$ cat src/rtl/seg_scan_ctrl.sv
// Time-multiplexed scan controller for a common-anode 7-segment display.
// Optional leading-zero blanking is enabled by defining LEADING_ZERO_BLANK_EN.
module seg_scan_ctrl #(
    parameter int unsigned N_DIG = 4,
    parameter int unsigned DIV   = 50000,
    parameter int unsigned BLANK = 16
) (
    input  logic                     clk_i,
    input  logic                     rst_ni,
    input  logic                     load_i,
    input  logic [4*N_DIG-1:0]       value_i,
    output logic                     pending_o,
    output logic [3:0]               digit_data_o,
    output logic [N_DIG-1:0]         an_o,
    output logic [$clog2(N_DIG)-1:0] digit_idx_o,
    output logic                     frame_start_o
);

    localparam int unsigned IdxW   = $clog2(N_DIG);
    localparam int unsigned W      = 4 * N_DIG;
    localparam int unsigned MaxCnt = (DIV > BLANK) ? DIV : BLANK;
    localparam int unsigned CntW   = (MaxCnt > 1) ? $clog2(MaxCnt) : 1;

    typedef enum logic {StGap, StShow} state_e;

    state_e           state_q, state_d;
    logic [CntW-1:0]  cnt_q, cnt_d;
    logic [IdxW-1:0]  idx_q, idx_d;
    logic [W-1:0]     shadow_q, shadow_d;
    logic [W-1:0]     disp_q, disp_d;
    logic             pending_q, pending_d;
    logic [3:0]       digit_data_q, digit_data_d;
    logic [N_DIG-1:0] an_q, an_d;
    logic             frame_start_q, frame_start_d;

    logic [3:0] disp_nib;
    logic       lit;

    always_comb begin
        disp_nib = disp_q[3:0];
        for (int k = 0; k < int'(N_DIG); k++) begin
            if (idx_q == IdxW'(k)) disp_nib = disp_q[4*k +: 4];
        end
    end

`ifdef LEADING_ZERO_BLANK_EN
    // Digit k is dark when it and every more-significant nibble are zero.
    always_comb begin
        lit = 1'b1;
        for (int k = 1; k < int'(N_DIG); k++) begin
            if (idx_q == IdxW'(k)) lit = ((disp_q >> (4 * k)) != '0);
        end
    end
`else
    assign lit = 1'b1;
`endif

    always_comb begin
        state_d       = state_q;
        cnt_d         = cnt_q;
        idx_d         = idx_q;
        shadow_d      = shadow_q;
        disp_d        = disp_q;
        pending_d     = pending_q;
        digit_data_d  = digit_data_q;
        an_d          = an_q;
        frame_start_d = 1'b0;

        unique case (state_q)
            StGap: begin
                if (cnt_q == CntW'(BLANK - 1)) begin
                    cnt_d        = '0;
                    state_d      = StShow;
                    an_d         = lit ? ~(N_DIG'(1) << idx_q) : '1;
                    digit_data_d = disp_nib;
                    if (idx_q == '0) begin
                        frame_start_d = 1'b1;
                        // Frame boundary: swap in the shadow word, bypassing digit 0.
                        if (pending_q) begin
                            disp_d       = shadow_q;
                            pending_d    = 1'b0;
                            digit_data_d = shadow_q[3:0];
                        end
                    end
                end else begin
                    cnt_d = cnt_q + 1'b1;
                end
            end
            StShow: begin
                if (cnt_q == CntW'(DIV - 1)) begin
                    cnt_d   = '0;
                    idx_d   = (idx_q == IdxW'(N_DIG - 1)) ? '0 : idx_q + 1'b1;
                    state_d = StGap;
                    an_d    = '1;
                end else begin
                    cnt_d = cnt_q + 1'b1;
                end
            end
            default: state_d = StGap;
        endcase

        // A load on the boundary cycle lands after the swap, so it stays pending.
        if (load_i) begin
            shadow_d  = value_i;
            pending_d = 1'b1;
        end
    end

    always_ff @(posedge clk_i) begin
        if (!rst_ni) begin
            state_q       <= StGap;
            cnt_q         <= '0;
            idx_q         <= '0;
            shadow_q      <= '0;
            disp_q        <= '0;
            pending_q     <= 1'b0;
            digit_data_q  <= '0;
            an_q          <= '1;
            frame_start_q <= 1'b0;
        end else begin
            state_q       <= state_d;
            cnt_q         <= cnt_d;
            idx_q         <= idx_d;
            shadow_q      <= shadow_d;
            disp_q        <= disp_d;
            pending_q     <= pending_d;
            digit_data_q  <= digit_data_d;
            an_q          <= an_d;
            frame_start_q <= frame_start_d;
        end
    end

    assign pending_o     = pending_q;
    assign digit_data_o  = digit_data_q;
    assign an_o          = an_q;
    assign digit_idx_o   = idx_q;
    assign frame_start_o = frame_start_q;

endmodule

$ cat config.mk
export PLATFORM = sky130hd
export DESIGN_NAME = seg_scan_ctrl
export DESIGN_NICKNAME = d
export VERILOG_FILES = /design/src/rtl/seg_scan_ctrl.sv
export SDC_FILE = /design/constraint.sdc
export NUM_CORES = 1
export LEC_CHECK = 0
export ABC_AREA = 1
export CAP_MARGIN = 30
export CORE_ASPECT_RATIO = 1.25
export CORE_MARGIN = 3
export CORE_UTILIZATION = 55
export DETAILED_ROUTE_END_ITERATION = 7
export GPL_ROUTABILITY_DRIVEN = 0
export PLACE_DENSITY = 0.78
export SYNTH_ARGS = -nofsm -noshare
export SYNTH_HDL_FRONTEND = slang
export SYNTH_SLANG_ARGS = --single-unit
export TNS_END_PERCENT = 5
$ cat constraint.sdc
create_clock -name clk_i -period 1.9 [get_ports clk_i]
set_input_delay 0.19 -clock clk_i [delete_from_list [all_inputs] [get_ports clk_i]]
set_output_delay 0.19 -clock clk_i [all_outputs]
set_load 0.05 [all_outputs]
==> results of run 1 <==
cells by family (layout without fill, tap and decap cells):
group	count (synthesis)	after routing	share of synthesized area, %
flip-flops	61	61	44.6
buffers and inverters	50	86	7.50
AO/OA/AOI/OAI	45	45	8.23
AND/OR/NAND/NOR	221	222	35.4
adder cells (fa/ha/maj)	5	5	2.29
XOR/XNOR	6	6	1.92
per-stage QoR:
step	util (%)	std cells	hold slack (ns)	setup WS [ns]	total power, mW
2_1_floorplan	-	388	0.325	0.0228	1.43
5_1_grt	68.5	485	0.426	0.0575	2.53
4_1_cts	67.9	484	0.418	0.112	2.45
3_3_place_gp	64.5	469	0.431	0.232	1.49
6_report	68.5	485	0.436	0.135	2.42
3_5_place_dp	64.5	469	0.444	0.143	1.49
Yosys cell counts:
| cell type | number | area (um^2) |
|---|---|---|
| nor2_1 | 87 | 327 |
| nand2_1 | 84 | 315 |
| dfxtp_1 | 61 | 1220 |
| inv_1 | 36 | 135 |
| nand3_1 | 23 | 115 |
| o21ai_0 | 23 | 115 |
| a21oi_1 | 21 | 105 |
| nor3_1 | 10 | 50.1 |
| clkbuf_1 | 9 | 33.8 |
| ha_1 | 5 | 62.6 |
| nand4_1 | 5 | 31.3 |
| xor2_1 | 4 | 35.0 |
| buf_2 | 2 | 10.0 |
| buf_6 | 2 | 22.5 |
| nand2_2 | 2 | 12.5 |
| nor2_2 | 2 | 12.5 |
| nor2_4 | 2 | 22.5 |
| xnor2_1 | 2 | 17.5 |
| inv_2 | 1 | 3.75 |
| nand3_2 | 1 | 10.0 |
| nand4_4 | 1 | 21.3 |
| nor2_8 | 1 | 20.0 |
| nor3_2 | 1 | 10.0 |
| nor3_4 | 1 | 16.3 |
| o21ai_1 | 1 | 5.00 |
| or2_2 | 1 | 6.26 |
sequential cells by signal (all words and copies together), names as in the netlist:
signal	cells
digit_idx_o	2
cnt_q	16
pending_o	1
shadow_q	16
frame_start_o	1
state_q	1
an_o	4
disp_q	16
digit_data_o	4
tightest hold or removal path, cell delays in order:
cell and delay (ns):
clkdlybuf4s50_1 0.39, nor2_1 0.10, nor2_1 0.05
per-layer routing:
layer	up-vias	global-route usage, %
met4	0	15.3
met1	1083	22.8
li1	1289	-
met2	48	37.1
met5	-	0
met3	21	5.33
cell type report:
type / count / share of cell area, %
repair buffers: 34 / 10.1
well taps: 60 / 2.30
inverters: 37 / 4.37
clock buffers: 13 / 4.56
clock inverters: 2 / 0.307
multi-input cells: 278 / 40.9
flip-flops and latches: 61 / 37.4
report_power, final:
| group | leakage [nW] | switching (mW) | total, mW | internal (mW) |
|---|---|---|---|---|
| Combinational | 0.819 | 0.0766 | 0.140 | 0.0638 |
| Clock | 0.0833 | 0.458 | 0.956 | 0.498 |
| Sequential | 0.497 | 0.0152 | 1.32 | 1.31 |
| Total | 1.40 | 0.549 | 2.42 | 1.87 |
worst paths after layout:
path	from	end
hold reg to reg	cnt_q[0]	cnt_q[0]
setup / recovery	digit_idx_o[0]	digit_idx_o[0]
setup reg to reg	cnt_q[0]	disp_q[3]
hold / removal	value_i[6]	shadow_q[6]
==> flow_summary.ini, run 1 <==
[sta]
slew_headroom_pct = 62.2
rsz0062_at_grt = no
post-route-min-period_ns = 1.76
hold_violations = 0
clock.fmax_mhz = 567
setup_viol = 0
slew_violations = 0
fin_skew_ns = 0.00838
tns_ns = 0
final.period_utilization_pct = 92.9
worst_pin_slew_ns = 0.567

[pwr]
max-vdd-ir-drop_uv = 549
power.density_nw_per_um2 = 742
leakage_nw = 1.40

[min_path]
hold_class = in -> reg
hold_depth = 3

[global_routing]
grt_first_pass_wirelength_um = 10100
grt_overflow = 0
grt_pass1_vias = 2393
grt_max_degree = 27
gr-usage-all-layers_pct = 21.5
antenna_found_initial = 0

[clocking]
cts-root-buf = clkbuf_8
htree_levels = 3
cts_buffers = 9
cts.path.max_buffers = 2
clock-sinks = 61
cts_tree = built
post_cts_buffers = 0
cts_resized = 0
cts_hold_buf = 0
clk_pin_slew_ns = 0.07
worst_skew_pair.late_latency_ns = 0.34

[critical_path]
crit_path_cell_trace = clkdlybuf4s50_1
path_class = reg -> out
slowest_stage = clkdlybuf4s50_1
cp_top_family = buffers and inverters
worst-path-buf-inv = 1
reg2regPathDepth = 7
reg2reg_slack_ns = 0.25
cp-end-kind = primary output
critical_path.max_fanout = 4
crit_cells = 1
critPathLaunchType = register
cp_slowest_stage_delay_ns = 0.84
crit_arrival_ns = 1.57
timing.critical_path.required_ns = 1.71

[logic_synthesis]
ys_ff_latch = 61
syn_nets = 412
synthDistinctLibCells = 26
synth_area_per_cell_um2 = 7.05
yosys_warnings = 0
synth_cells = 388
synth_area_um2 = 2740
synth_seq_area_share_pct = 44.6

[floorplan]
die_h_um = 84.9
row_count = 28
coreArea_um2 = 4760
io_pins = 31
initial_utilization_pct = 57.4
dieArea_um2 = 5860
die_w_um = 69.1

[detailed_routing]
wl_met3_um = 217
num_vias = 2441
drc = 0
routed_via_density = 5.03
wl_met1_um = 2410
drt_first_pass_iters = 4
top_layer_used = met4
routed_wirelength_um = 5830
wl_met2_um = 3000
first_iter_violations = 117
wl_per_cell_um = 12.0
antenna_left = 0

[placement]
port_buffers = 30
place_area_um2 = 3080
hpwl_um = 4150

[status]
status = finished, final reports clean

[cells_and_area]
final_area_um2 = 3260
drive_above_1_share_pct = 7.53
fillers = 423
syn2layout_area_growth_pct = 19.2
diodes = 0
final_cell_mix = nor2_1 (87), nand2_1 (83), dfxtp_1 (61)
final_nets = 445
final_common_cell = nor2_1
seqCellArea_um2 = 1220
multi_input_area_um2 = 1330

[flow_run]
drv_cap = 0
No activity file was read; power rests on OpenSTA's default activity.
==> run 2, diff against run 1 <==
- CORE_MARGIN: 3 -> not set
==> run 2 against run 1 <==
- design area is 0.50% higher
- clock skew shrank 0.0021 ns
- hold slack lost 0.010 ns
- clock-buffer cell count up 1
- largest power group unchanged
- critical endpoint unchanged
- die area fell by 10%
- sequential share of layout area down 0.19 points
- first-iteration DRC count increased by 15%
- global-route usage increased by 3.2 points
==> flow_summary.ini, run 2 (synthesized netlist as in run 1, its figures left out) <==
[floorplan]
io_pins = 31
coreArea_um2 = 4760
initial_utilization_pct = 57.4
die_h_um = 80.9
row_count = 28
die_w_um = 65.1
dieArea_um2 = 5260

[sta]
worst_pin_slew_ns = 0.578
rsz0062_at_grt = no
tns_ns = 0
setup_viol = 0
slew_headroom_pct = 61.4
clock.fmax_mhz = 575
slew_violations = 0
fin_skew_ns = 0.00623
setup_ws_ns = 0.160
final.period_utilization_pct = 91.6
post-route-min-period_ns = 1.74
hold_violations = 0

[cells_and_area]
final_cell_mix = nor2_1 (87), nand2_1 (84), dfxtp_1 (61)
reg.largest.list = cnt_q (16), disp_q (16), shadow_q (16)
fin_cells = 485
final_common_cell = nor2_1
diodes = 0
drive_above_1_share_pct = 7.53
fin_util_pct = 68.8
syn2layout_area_growth_pct = 19.8
final_nets = 445

[detailed_routing]
wl_per_cell_um = 12.5
drt_first_pass_iters = 4
routed_via_density = 5.19
drc = 0
routed_wirelength_um = 6040
antenna_left = 0
num_vias = 2517
first_iter_violations = 134

[clocking]
worst_skew_pair.late_latency_ns = 0.34
cts_buffers = 9
clock-sinks = 61
post_cts_buffers = 0
cts_tree = built
cts-root-buf = clkbuf_8
cts_hold_buf = 0
cts.path.max_buffers = 2
clk_pin_slew_ns = 0.06
htree_levels = 3

[global_routing]
antenna_found_initial = 0
gr-usage-all-layers_pct = 24.7
grt.met1_usage_pct = 24.7
grt_first_pass_wirelength_um = 9900
grt_use_met3_pct = 4.49
grt_use_met2_pct = 47.3
grt_overflow = 0
busiest_layer = met2
grt_pass1_vias = 2327
grt_max_degree = 28

[critical_path]
critical_path.max_fanout = 4
crit_arrival_ns = 1.55
timing.critical_path.required_ns = 1.71
critPathLaunchType = register
cp_slowest_stage_delay_ns = 0.83
cp-end-kind = primary output
cp_top_family = buffers and inverters
worst-path-buf-inv = 1
crit_path_cell_trace = clkdlybuf4s50_1
slowest_stage = clkdlybuf4s50_1
path_class = reg -> out

[placement]
dp_slack_ns = 0.155
hpwl_um = 4250
dp_cells = 469
port_buffers = 30

[pwr]
power.density_nw_per_um2 = 768
leakage_nw = 1.41
power_mw = 2.52
max-vdd-ir-drop_uv = 624

[status]
status = finished, final reports clean

[flow_run]
drv_cap = 0

[min_path]
hold_class = in -> reg
run 2: repair_timing:
action	4_1_cts	5_1_grt
endpoints found under the hold margin	0	0
resized for setup	0	2
endpoints found under the setup margin	0	12
run 2: final timing paths:
check | startpoint | endpoint | slack [ns] | depth (start not counted)
hold reg to reg | an_o[1] | an_o[1] | 0.46 | 2
setup reg to reg | digit_idx_o[0] | disp_q[13] | 0.17 | 8
hold / removal | value_i[5] | shadow_q[5] | 0.43 | 3
setup / recovery | digit_idx_o[0] | digit_idx_o[0] | 0.16 | 1
run 2: routing by layer:
| metal | vias up | routed length [um] | part of all wire, % |
|---|---|---|---|
| met4 | 0 | 184 | 3.0 |
| met1 | 1150 | 2450 | 41 |
| met5 | - | 0 | 0 |
| met2 | 53 | 3220 | 53 |
| li1 | 1294 | - | - |
| met3 | 20 | 190 | 3.1 |
run 2: cell type report:
type,instances,area [um^2]
Inverter,37,143
Fill cell,432,1490
Timing Repair Buffer,34,330
Tap cell,60,75.1
Multi-Input combinational cell,278,1330
Clock buffer,14,173
Clock inverter,1,5.00
Sequential cell,61,1220
run 2: stage by stage:
step,hold slack [ns],instance area [um^2]
after detailed placement,0.441,3080
after global placement,0.433,3080
after floorplan,0.325,2740
after global routing,0.448,3280
after CTS,0.428,3250
final,0.426,3280
run 2: power by group:
part / switching (mW) / total [mW] / leakage (nW) / internal, mW
Combinational: 0.0765 / 0.140 / 0.819 / 0.0636
Sequential: 0.0152 / 1.32 / 0.497 / 1.31
Clock: 0.480 / 1.05 / 0.0926 / 0.572
Total: 0.572 / 2.52 / 1.41 / 1.95
==> run 3, diff against run 2 <==
- CORE_MARGIN: not set -> 1
==> results of run 3 <==
No change in the layout: final DEF, timing and power equal those of run 2.
